File: src/rtl/inst_idfr_stage.sv
// -----------------------------------------------------------------------------
// inst_idfr_stage
//
// Registered instruction-identification stage between fetch and the
// decode/operand-read stage. It classifies OP_IMM and OP instructions into the
// shared instruction-ID encoding and buffers each result, together with the
// raw instruction and its PC, in a small FIFO. Both sides of the FIFO use
// valid/ready handshakes. Encodings that identify as NONE_ID are flagged as
// illegal, and a saturating counter tracks how many of them were accepted.
//
// Optional feature (compile-time macro):
//   OP_M_DECODE_EN - when defined, OP with funct7=0000001 identifies as the
//                    M-extension operations (MUL..REMU). When it is undefined,
//                    these encodings are NONE_ID and are counted as illegal.
//
// Parameters:
//   XLEN        - datapath width, 32 or 64. Selects the shift-immediate rule.
//   DEPTH       - number of FIFO entries. Must be a power of two and >= 2.
//   PC_W        - width of the carried PC.
//   CNT_W       - width of the illegal-instruction counter.
//   INST_ID_LEN - width of the shared instruction-ID encoding. Keep at 6.
//
// Ports:
//   clk, rst            - clock and synchronous active-high reset
//   in_valid / in_ready - upstream handshake; in_ready is registered
//   in_instr, in_pc     - raw instruction and its PC
//   flush               - drop every buffered entry and the current input
//   out_valid/out_ready - downstream handshake on the head entry
//   out_instr_id        - instruction ID of the head entry (NONE_ID when empty)
//   out_instr, out_pc   - raw instruction and PC of the head entry (0 when empty)
//   out_illegal         - the head entry identified as NONE_ID
//   illegal_cnt         - saturating count of illegal instructions pushed
// -----------------------------------------------------------------------------
module inst_idfr_stage #(
  parameter int XLEN        = 32,
  parameter int DEPTH       = 2,
  parameter int PC_W        = 32,
  parameter int CNT_W       = 16,
  parameter int INST_ID_LEN = 6
) (
  input  logic                   clk,
  input  logic                   rst,
  input  logic                   in_valid,
  output logic                   in_ready,
  input  logic [31:0]            in_instr,
  input  logic [PC_W-1:0]        in_pc,
  input  logic                   flush,
  output logic                   out_valid,
  input  logic                   out_ready,
  output logic [INST_ID_LEN-1:0] out_instr_id,
  output logic [31:0]            out_instr,
  output logic [PC_W-1:0]        out_pc,
  output logic                   out_illegal,
  output logic [CNT_W-1:0]       illegal_cnt
);

  // Shared instruction-ID encoding.
  localparam logic [INST_ID_LEN-1:0] NONE_ID   = 6'd0;
  localparam logic [INST_ID_LEN-1:0] ADDI_ID   = 6'd1;
  localparam logic [INST_ID_LEN-1:0] SLTI_ID   = 6'd2;
  localparam logic [INST_ID_LEN-1:0] SLTIU_ID  = 6'd3;
  localparam logic [INST_ID_LEN-1:0] XORI_ID   = 6'd4;
  localparam logic [INST_ID_LEN-1:0] ORI_ID    = 6'd5;
  localparam logic [INST_ID_LEN-1:0] ANDI_ID   = 6'd6;
  localparam logic [INST_ID_LEN-1:0] SLLI_ID   = 6'd7;
  localparam logic [INST_ID_LEN-1:0] SRLI_ID   = 6'd8;
  localparam logic [INST_ID_LEN-1:0] SRAI_ID   = 6'd9;
  localparam logic [INST_ID_LEN-1:0] ADD_ID    = 6'd10;
  localparam logic [INST_ID_LEN-1:0] SUB_ID    = 6'd11;
  localparam logic [INST_ID_LEN-1:0] SLL_ID    = 6'd12;
  localparam logic [INST_ID_LEN-1:0] SLT_ID    = 6'd13;
  localparam logic [INST_ID_LEN-1:0] SLTU_ID   = 6'd14;
  localparam logic [INST_ID_LEN-1:0] XOR_ID    = 6'd15;
  localparam logic [INST_ID_LEN-1:0] SRL_ID    = 6'd16;
  localparam logic [INST_ID_LEN-1:0] SRA_ID    = 6'd17;
  localparam logic [INST_ID_LEN-1:0] OR_ID     = 6'd18;
  localparam logic [INST_ID_LEN-1:0] AND_ID    = 6'd19;
  localparam logic [INST_ID_LEN-1:0] MUL_ID    = 6'd20;
  localparam logic [INST_ID_LEN-1:0] MULH_ID   = 6'd21;
  localparam logic [INST_ID_LEN-1:0] MULHSU_ID = 6'd22;
  localparam logic [INST_ID_LEN-1:0] MULHU_ID  = 6'd23;
  localparam logic [INST_ID_LEN-1:0] DIV_ID    = 6'd24;
  localparam logic [INST_ID_LEN-1:0] DIVU_ID   = 6'd25;
  localparam logic [INST_ID_LEN-1:0] REM_ID    = 6'd26;
  localparam logic [INST_ID_LEN-1:0] REMU_ID   = 6'd27;

  localparam logic [6:0] OPC_OP_IMM = 7'b0010011;
  localparam logic [6:0] OPC_OP     = 7'b0110011;

  localparam int AW = (DEPTH > 1) ? $clog2(DEPTH) : 1;
  localparam int CW = $clog2(DEPTH + 1);
  localparam logic [CW-1:0]    DEPTH_C = CW'(DEPTH);
  localparam logic [CNT_W-1:0] CNT_MAX = {CNT_W{1'b1}};

  // Identify one instruction from its opcode, funct3 and funct7 fields.
  function automatic logic [INST_ID_LEN-1:0] decode_id(
    input logic [6:0] opcode,
    input logic [2:0] f3,
    input logic [6:0] f7
  );
    logic [INST_ID_LEN-1:0] id;
    logic                   sh_log_ok;
    logic                   sh_ari_ok;
    id = NONE_ID;
    // On RV64, funct7[0] is shamt[5], so only the upper six bits are checked.
    if (XLEN == 64) begin
      sh_log_ok = (f7[6:1] == 6'b000000);
      sh_ari_ok = (f7[6:1] == 6'b010000);
    end else begin
      sh_log_ok = (f7 == 7'b0000000);
      sh_ari_ok = (f7 == 7'b0100000);
    end
    case (opcode)
      OPC_OP_IMM: begin
        case (f3)
          3'b000:  id = ADDI_ID;
          3'b010:  id = SLTI_ID;
          3'b011:  id = SLTIU_ID;
          3'b100:  id = XORI_ID;
          3'b110:  id = ORI_ID;
          3'b111:  id = ANDI_ID;
          3'b001:  id = sh_log_ok ? SLLI_ID : NONE_ID;
          3'b101: begin
            if (sh_log_ok) begin
              id = SRLI_ID;
            end else if (sh_ari_ok) begin
              id = SRAI_ID;
            end else begin
              id = NONE_ID;
            end
          end
          default: id = NONE_ID;
        endcase
      end
      OPC_OP: begin
        case (f7)
          7'b0000000: begin
            case (f3)
              3'b000:  id = ADD_ID;
              3'b001:  id = SLL_ID;
              3'b010:  id = SLT_ID;
              3'b011:  id = SLTU_ID;
              3'b100:  id = XOR_ID;
              3'b101:  id = SRL_ID;
              3'b110:  id = OR_ID;
              3'b111:  id = AND_ID;
              default: id = NONE_ID;
            endcase
          end
          7'b0100000: begin
            case (f3)
              3'b000:  id = SUB_ID;
              3'b101:  id = SRA_ID;
              default: id = NONE_ID;
            endcase
          end
`ifdef OP_M_DECODE_EN
          7'b0000001: begin
            case (f3)
              3'b000:  id = MUL_ID;
              3'b001:  id = MULH_ID;
              3'b010:  id = MULHSU_ID;
              3'b011:  id = MULHU_ID;
              3'b100:  id = DIV_ID;
              3'b101:  id = DIVU_ID;
              3'b110:  id = REM_ID;
              3'b111:  id = REMU_ID;
              default: id = NONE_ID;
            endcase
          end
`else
          7'b0000001: id = NONE_ID;
`endif
          default: id = NONE_ID;
        endcase
      end
      default: id = NONE_ID;
    endcase
    return id;
  endfunction

  logic [INST_ID_LEN-1:0] id_mem_r    [DEPTH];
  logic [31:0]            instr_mem_r [DEPTH];
  logic [PC_W-1:0]        pc_mem_r    [DEPTH];

  logic [AW-1:0]          wr_ptr_r;
  logic [AW-1:0]          rd_ptr_r;
  logic [CW-1:0]          count_r;
  logic                   in_ready_r;
  logic                   out_valid_r;
  logic [CNT_W-1:0]       illegal_cnt_r;

  logic                   push_s;
  logic                   pop_s;
  logic [INST_ID_LEN-1:0] dec_id_s;
  logic                   dec_illegal_s;
  logic [CW-1:0]          count_nxt_s;
  logic [INST_ID_LEN-1:0] head_id_s;

  // Handshakes and the identification of the incoming instruction.
  always_comb begin
    push_s        = in_valid & in_ready_r & ~flush;
    pop_s         = out_valid_r & out_ready & ~flush;
    dec_id_s      = decode_id(in_instr[6:0], in_instr[14:12], in_instr[31:25]);
    dec_illegal_s = (dec_id_s == NONE_ID);
  end

  // Next occupancy. A simultaneous push and pop leaves the count unchanged.
  always_comb begin
    count_nxt_s = count_r;
    case ({push_s, pop_s})
      2'b10:   count_nxt_s = count_r + CW'(1'b1);
      2'b01:   count_nxt_s = count_r - CW'(1'b1);
      default: count_nxt_s = count_r;
    endcase
  end

  // FIFO storage. It is not reset because out_* is masked while the FIFO is empty.
  always_ff @(posedge clk) begin
    if (push_s) begin
      id_mem_r[wr_ptr_r]    <= dec_id_s;
      instr_mem_r[wr_ptr_r] <= in_instr;
      pc_mem_r[wr_ptr_r]    <= in_pc;
    end
  end

  // Pointers, occupancy, registered handshake flags and the illegal counter.
  always_ff @(posedge clk) begin
    if (rst) begin
      wr_ptr_r      <= '0;
      rd_ptr_r      <= '0;
      count_r       <= '0;
      in_ready_r    <= 1'b1;
      out_valid_r   <= 1'b0;
      illegal_cnt_r <= '0;
    end else if (flush) begin
      // Flush empties the FIFO but keeps the illegal-instruction history.
      wr_ptr_r    <= '0;
      rd_ptr_r    <= '0;
      count_r     <= '0;
      in_ready_r  <= 1'b1;
      out_valid_r <= 1'b0;
    end else begin
      // DEPTH is a power of two, so pointer overflow is the modulo wrap.
      if (push_s) begin
        wr_ptr_r <= wr_ptr_r + AW'(1'b1);
      end
      if (pop_s) begin
        rd_ptr_r <= rd_ptr_r + AW'(1'b1);
      end
      count_r     <= count_nxt_s;
      in_ready_r  <= (count_nxt_s < DEPTH_C);
      out_valid_r <= (count_nxt_s != '0);
      if (push_s && dec_illegal_s && (illegal_cnt_r != CNT_MAX)) begin
        illegal_cnt_r <= illegal_cnt_r + CNT_W'(1'b1);
      end
    end
  end

  // Head-entry view. Outputs are forced to NONE_ID/0 while empty so unreset
  // storage never leaks X.
  always_comb begin
    if (out_valid_r) begin
      head_id_s    = id_mem_r[rd_ptr_r];
      out_instr    = instr_mem_r[rd_ptr_r];
      out_pc       = pc_mem_r[rd_ptr_r];
      out_illegal  = (id_mem_r[rd_ptr_r] == NONE_ID);
    end else begin
      head_id_s    = NONE_ID;
      out_instr    = 32'h0000_0000;
      out_pc       = '0;
      out_illegal  = 1'b0;
    end
  end

  assign out_instr_id = head_id_s;
  assign in_ready     = in_ready_r;
  assign out_valid    = out_valid_r;
  assign illegal_cnt  = illegal_cnt_r;

endmodule

File: config.mk
export PLATFORM = sky130hd
export DESIGN_NAME = inst_idfr_stage
export DESIGN_NICKNAME = d
export VERILOG_FILES = /design/src/rtl/inst_idfr_stage.sv
export SDC_FILE = /design/constraint.sdc
export NUM_CORES = 1
export LEC_CHECK = 0
export CORE_MARGIN = 4
export CORE_UTILIZATION = 30
export CTS_BUF_LIST = sky130_fd_sc_hd__clkbuf_8
export DETAILED_ROUTE_END_ITERATION = 12
export SLEW_MARGIN = 20
export SYNTH_ARGS = -nofsm -noshare
export SYNTH_HDL_FRONTEND = slang
export SYNTH_SLANG_ARGS = --single-unit
File: constraint.sdc
create_clock -name clk -period 6.1 [get_ports clk]
set_clock_uncertainty 0.15 [all_clocks]
set_input_delay 1.22 -clock clk [delete_from_list [all_inputs] [get_ports clk]]
set_output_delay 1.22 -clock clk [all_outputs]
set_load 0.05 [all_outputs]
==> impl_results.md, run 1 <==
* Status: completed
* Vias in the first global route at 4606
* Post-Route WL at 15690 um
* Root Driver: clkbuf_8
* Endpoint class of the critical path: flop
* Cts repair resizes at 0
* TritonCTS buffer count at 17
* CTS tree: done
* Crit Path Class: in2reg
* Post-Route Setup TNS at 0 ns
* CP Max Fanout at 28
* DRC at 0
* Register area share after synthesis at 66.39%
* Initial antenna violation count at 0
* Final slew viol count at 0
* WL/cell at 16.82 um
* Boundary pin count at 158
* Delay-heaviest family, CP: simple AND/OR/NAND/NOR gates
* Critical Path RT at 6.30 ns
* R2R Path Start: illegal_cnt[0]
* DP Worst Slack at 1.016 ns
* Core region area at 22710 um2
* Via/cell ratio at 4.700
* Largest net degree at the start of global routing at 73
* EDFF count, synth at 138
* GRT Util Overall at 12.07%
* Antenna Diode Count at 0
* Ys flop type: edfxtp_1
* Worst-margin pin slew at 0.8477 ns
* Hold Buf Count CTS at 0
* PnR worst setup slack at 1.441 ns
* Post-Layout Cell Count at 933
* First-pass GRT wire length at 24340 um
* Yosys Warn Count at 0
* Worst R2R Setup Slack at 2.89 ns
* Slowest-stage cell, CP: or3_1
* Synth Instances at 480
* Max_slew headroom at 43.48%
* Placed Area at 8773 um2
* Post-synth ARST share at 0%
* Crit path time final at 4.659 ns
* Worst vdd ir at 101.7 uV
* Worst Setup Start Kind: input port
* Die Wd at 160.0 um
* DP Cell Count at 899
* H-tree levels at 4
* Critical path arrival at 4.86 ns
* Worst min path class: reg2reg
* P_leak at 2.941 nW
* Syn_area_per_cell at 14.45 um2
* Crit share post-route at 76.38%
* Routed Antenna Nets at 0
* # fillers at 2073
* 1st-iter DRT viols at 271
* Endpoint, Worst Hold: illegal_cnt[15]
* Final nets at 712
* Die area at 25610 um2
* Finished Cell Area at 9271 um2
* Worst Hold Depth at 2
* Grt ovf at 0
* Sink Count at 161
* Area Overhead vs Synth at 33.68%
* Hpwl dp at 10570 um
* Cell variety after synth at 51
* Fmax at 214.6 MHz
* Worst hold start: illegal_cnt[15]
* Clk buf depth at 2
* Cell row count at 55
* Finish-stage setup viols at 0
* CP peak stage delay at 0.68 ns
* GPL Wtd Cong at 0.8676
* TritonRoute pass-1 iters at 5
* Syn_nets at 557
* Vias at 4385
* Port buffer count at 156
* FF-to-FF path depth at 8
* Share of cells above drive strength 1 at 7.870%
* Die Span Y at 160.0 um
* Initial Util at 30.54%
* Clk Latency, worst-skew pair at 0.44 ns
* Maxcap violations at 0
* Flops & latches, synth at 161
* Synth Cell Area at 6935 um2
* Unrepaired setup endpoints after global routing: false
* Post CTS Setup Buffer Count at 0
* WP buf/inv at 2
* Crit. Startpoint: in_instr[12]
* Final Hold Viols at 0
* Reg2Reg Capture Point: illegal_cnt[14]
* Power per Cell Area at 254.1 nW/um2
* Crit-path cells: clkdlybuf4s50_1 -> inv_1 -> ha_1 -> nor3_2 -> a22o_2 -> and4b_1 -> or4b_1 -> or3_1 -> or4_1 -> a21oi_1
* Worst-path clk slew at 0.09 ns
-- sequential cells by signal, indices dropped and copies added (netlist names), named ones only --
signal and cells:
instr_mem_r 64, rd_ptr_r 1, count_r 2, wr_ptr_r 1, id_mem_r 10, pc_mem_r 64, illegal_cnt 16, in_ready 1
out_valid 1
-- tightest hold or removal path: stages (launching register included) --
cell,delay [ns]
dfxtp_1,0.34
o31ai_1,0.07
a21oi_1,0.05
-- report_power, final --
| part | switching, mW | total [mW] | internal (mW) |
|---|---|---|---|
| sequential | 0.0155 | 1.24 | 1.22 |
| combinational | 0.121 | 0.218 | 0.0967 |
| clock | 0.401 | 0.901 | 0.500 |
| total | 0.537 | 2.36 | 1.82 |
-- cells in the mapped netlist (8+ instances only) --
master,number,area [um2]
nand2_1,11,41.29
nor2_1,15,56.30
nor2b_1,70,437.9
buf_1,8,30.03
or3_1,9,56.30
mux2i_1,70,700.7
edfxtp_1,138,4144
nand3_1,8,40.04
dfxtp_1,23,460.4
ha_1,8,100.1
a21oi_1,13,65.06
clkbuf_1,8,30.03
-- cell families (layout without fill, tap and decap cells) --
| group | after synthesis | count (layout) | synth area share [%] |
|---|---|---|---|
| other cells | 1 | 1 | 0.05407 |
| buf+inv | 32 | 200 | 2.544 |
| flops | 161 | 161 | 66.39 |
| simple gates | 159 | 159 | 14.49 |
| compound gates | 41 | 41 | 3.771 |
| xor+xnor | 7 | 7 | 0.8840 |
| mux | 71 | 71 | 10.43 |
| fa+ha+maj | 8 | 8 | 1.443 |
-- final cells by class --
cell class              instances  area (um2)  area share (%)
well taps                     285       356.6           3.846
inverters                       7       26.28          0.2834
flip-flops and latches        161        4612           49.74
clock inverters                14       210.2           2.267
clock buffers                  18       247.7           2.672
repair buffers                161        1649           17.79
multi-input cells             287        2170           23.40
-- worst max-delay path by stage --
stage                            to  slack (ns)  depth (start not counted)
finish              illegal_cnt[14]        1.44                         10
global route        illegal_cnt[14]        1.26                         10
CTS                 illegal_cnt[14]        1.49                         10
detailed placement  illegal_cnt[12]        1.02                         10
global placement    illegal_cnt[12]        1.15                         10
floorplan            id_mem_r[0][0]        1.15                          2
-- layer usage --
metal	share of wire, %	track usage (%)	vias up
met5	0	0	-
met4	1.3	4.654	0
met3	5.9	3.923	13
met2	50	20.91	137
met1	42	13.91	2143
li1	-	-	2092
-- cell usage in the layout (no fill, tap or decap), types with 5 or more instances in the layout --
cell type        Yosys  final
nor2b_1             70     70
nor3_1               7      7
clkdlybuf4s50_1      0    156
mux2i_1             70     70
dfxtp_1             23     21
o21ai_0              5      5
edfxtp_1           138    138
nand2b_1             5      5
nor2_1              15     13
clkbuf_8             2     18
inv_1                7      9
or4_1                7      7
a21oi_1             13     13
or3_1                9      9
bufinv_16            0      5
o31ai_1              6      6
nand3_1              8      8
ha_1                 8      8
nand2_1             11     11
o21ai_1              7      7
-- through the flow --
| stage | util (%) | power (mW) | hold slack (ns) |
|---|---|---|---|
| finish | 40.83 | 2.356 | 0.3563 |
| global route | 40.83 | 2.453 | 0.3971 |
| CTS | 40.65 | 2.389 | 0.3650 |
| detailed placement | 38.63 | 1.482 | 0.3475 |
| global placement | 38.62 | 1.476 | 0.3480 |
| floorplan | - | 1.382 | 0.3700 |
Power figures use the tool's default switching activity.
==> inputs of run 2 (changes only) <==
==> constraint.sdc (replaced) <==
create_clock -name clk -period 4 [get_ports clk]
set_clock_uncertainty 0.15 [all_clocks]
set_input_delay 0.8 -clock clk [delete_from_list [all_inputs] [get_ports clk]]
set_output_delay 0.8 -clock clk [all_outputs]
set_load 0.05 [all_outputs]
==> run 2 against run 1 <==
Worst setup slack lost 1.2 ns. Global-route usage grew 0.18 points. Flip-flop and latch count is the same. Total power grew 44%. Via count grew 2.4%. Cell area grew 0.38%. Critical path depth grew 1. Sequential power grew 52%. Die area is the same. Register-to-register slack lost 1.8 ns. Critical path type unchanged. Largest power group unchanged.
==> impl_results.md, run 2 (synthesized netlist as in run 1, its figures left out) <==
* Status: completed (unchanged)
* Reg area at 4609 um2 (was 4612 um2)
* # fillers at 2110 (was 2073)
* Die Span Y at 160.0 um (unchanged)
* Finish-stage setup viols at 0 (unchanged)
* Final slew viol count at 0 (unchanged)
* DP Worst Slack at -0.1545 ns (was 1.016 ns)
* Post-Route WL at 15700 um (was 15690 um)
* Worst vdd ir at 150.0 uV (was 101.7 uV)
* Endpoint class of the critical path: flop (unchanged)
* Psw at 0.8120 mW (was 0.5372 mW)
* Die area at 25610 um2 (unchanged)
* Die Wd at 160.0 um (unchanged)
* First-pass GRT wire length at 24870 um (was 24340 um)
* 1st-iter DRT viols at 232 (was 271)
* P_leak at 2.973 nW (was 2.941 nW)
* Critical Path RT at 4.21 ns (was 6.30 ns)
* CP Max Fanout at 22 (was 28)
* Crit Path Class: in2reg (unchanged)
* Commonest non-fill, non-tap cell in the layout: clkdlybuf4s50_1 (unchanged)
* Final Hold Viols at 0 (unchanged)
* Final Util at 40.98% (was 40.83%)
* Clk Latency, worst-skew pair at 0.43 ns (was 0.44 ns)
* Share of cells above drive strength 1 at 10.49% (was 7.870%)
* PnR worst setup slack at 0.2734 ns (was 1.441 ns)
* GRT Util Overall at 12.26% (was 12.07%)
* Reg power frac at 55.4% (was 52.5%)
* Largest net degree at the start of global routing at 51 (was 73)
* TritonCTS buffer count at 17 (unchanged)
* Port buffer count at 156 (unchanged)
* Hold WS at 0.3773 ns (was 0.3563 ns)
* Int Power at 2.580 mW (was 1.818 mW)
* Max_slew headroom at 48.10% (was 43.48%)
* Cell row count at 55 (unchanged)
* Antenna Diode Count at 0 (unchanged)
* Area Overhead vs Synth at 34.19% (was 33.68%)
* H-tree levels at 4 (unchanged)
* Most frequent cells in the layout: 156 x clkdlybuf4s50_1, 138 x edfxtp_1, 70 x mux2i_1, 70 x nor2b_1, 23 x buf_4 (was 156 x clkdlybuf4s50_1, 138 x edfxtp_1, 70 x mux2i_1, 70 x nor2b_1, 21 x dfxtp_1)
* Routed Antenna Nets at 0 (unchanged)
* Core region area at 22710 um2 (unchanged)
* TritonRoute pass-1 iters at 5 (unchanged)
* Fmax at 268.3 MHz
* Multi-input gate area at 2170 um2 (unchanged)
* Sw Share at 23.94% (was 22.81%)
* DRC at 0 (unchanged)
* Hold Buf Count CTS at 0 (unchanged)
* Unrepaired setup endpoints after global routing: false (unchanged)
* Vias at 4492 (was 4385)
* Grt ovf at 0 (unchanged)
* GPL Wtd Cong at 0.8838 (was 0.8676)
* Worst min path class: reg2reg (unchanged)
* Power per Cell Area at 364.5 nW/um2 (was 254.1 nW/um2)
* Root Driver: clkbuf_8 (unchanged)
* Cts repair resizes at 0 (unchanged)
* Via/cell ratio at 4.718 (was 4.700)
* Post CTS Setup Buffer Count at 0 (unchanged)
* Initial Util at 30.54% (unchanged)
* Gate power share at 10.4% (was 9.2%)
* Worst Setup Start Kind: input port (unchanged)
* Initial antenna violation count at 0 (unchanged)
* CTS tree: done (unchanged)
* Worst-margin pin slew at 0.7761 ns (was 0.8477 ns)
* FF-to-FF path depth at 9 (was 8)
* WL/cell at 16.49 um (was 16.82 um)
* Boundary pin count at 158 (unchanged)
* Vias in the first global route at 4772 (was 4606)
* Worst Hold Depth at 2 (unchanged)
* Final nets at 731 (was 712)
* Clk buf depth at 2 (unchanged)
* Clock Power Share at 34.3% (was 38.2%)
* Crit share post-route at 93.16%
* Critical path arrival at 3.93 ns (was 4.86 ns)
* Maxcap violations at 0 (unchanged)
* Crit path time final at 3.727 ns
* Sink Count at 161 (unchanged)
* Total power at 3.392 mW (was 2.356 mW)
* Hpwl dp at 11120 um (was 10570 um)
* Worst-path clk slew at 0.09 ns (about the same)
run 2: cell types whose count changed in the layout (fill, tap and decap cells not counted):
cell / delta
buf_4: +22
buf_12: -3
bufinv_16: -3
clkinvlp_4: +3
inv_6: +3
clkinv_1: +2
inv_1: -2
inv_4: -2
clkbuf_8: -1
dfxtp_2: +1
dfxtp_4: -1
run 2: critical path, stage by stage:
cell and delay (ns):
clkdlybuf4s50_1 0.48, inv_1 0.08, ha_1 0.25, nor3_2 0.22, a22o_2 0.21, and4b_1 0.20, or4b_1 0.51, or3_1 0.33
buf_4 0.21, or4_1 0.49, a21oi_1 0.15
run 2: worst paths after layout:
kind,startpoint,endpoint,slack (ns)
setup reg to reg,illegal_cnt[0],illegal_cnt[10],1.05
hold / removal,illegal_cnt[15],illegal_cnt[15],0.38
setup / recovery,in_instr[13],illegal_cnt[10],0.27
hold reg to reg,illegal_cnt[15],illegal_cnt[15],0.38
run 2: power by group through the flow:
| stage | Combinational (mW) | Clock [mW] | Sequential, mW |
|---|---|---|---|
| after floorplan | 0.184 | 0 | 1.92 |
| after global placement | 0.350 | 0 | 1.91 |
| after detailed placement | 0.357 | 0 | 1.92 |
| after CTS | 0.358 | 1.21 | 1.88 |
| after global routing | 0.378 | 1.28 | 1.88 |
| final | 0.353 | 1.16 | 1.88 |
run 2: through the flow:
stage	area [um2]	setup TNS (ns)	instances
2_1_floorplan	6935	-73.36	480
3_3_place_gp	8916	-0.07524	920
3_5_place_dp	8916	-0.9640	920
4_1_cts	9306	0	952
5_1_grt	9306	0	952
6_report	9306	0	952
run 2: per-layer routing:
layer	routed length [um]	share of wire, %	GRT usage [%]
met5	0	0	0
met4	200	1.3	4.106
met3	845	5.4	2.916
met2	8226	52	22.00
met1	6427	41	14.39
run 2: final cells by class:
type | count | area share [%]
Clock buffer | 17 | 2.514
Multi-Input combinational cell | 287 | 23.31
Inverter | 7 | 0.2823
Timing Repair Buffer | 180 | 18.85
Sequential cell | 161 | 49.53
Clock inverter | 15 | 1.681
Tap cell | 285 | 3.832
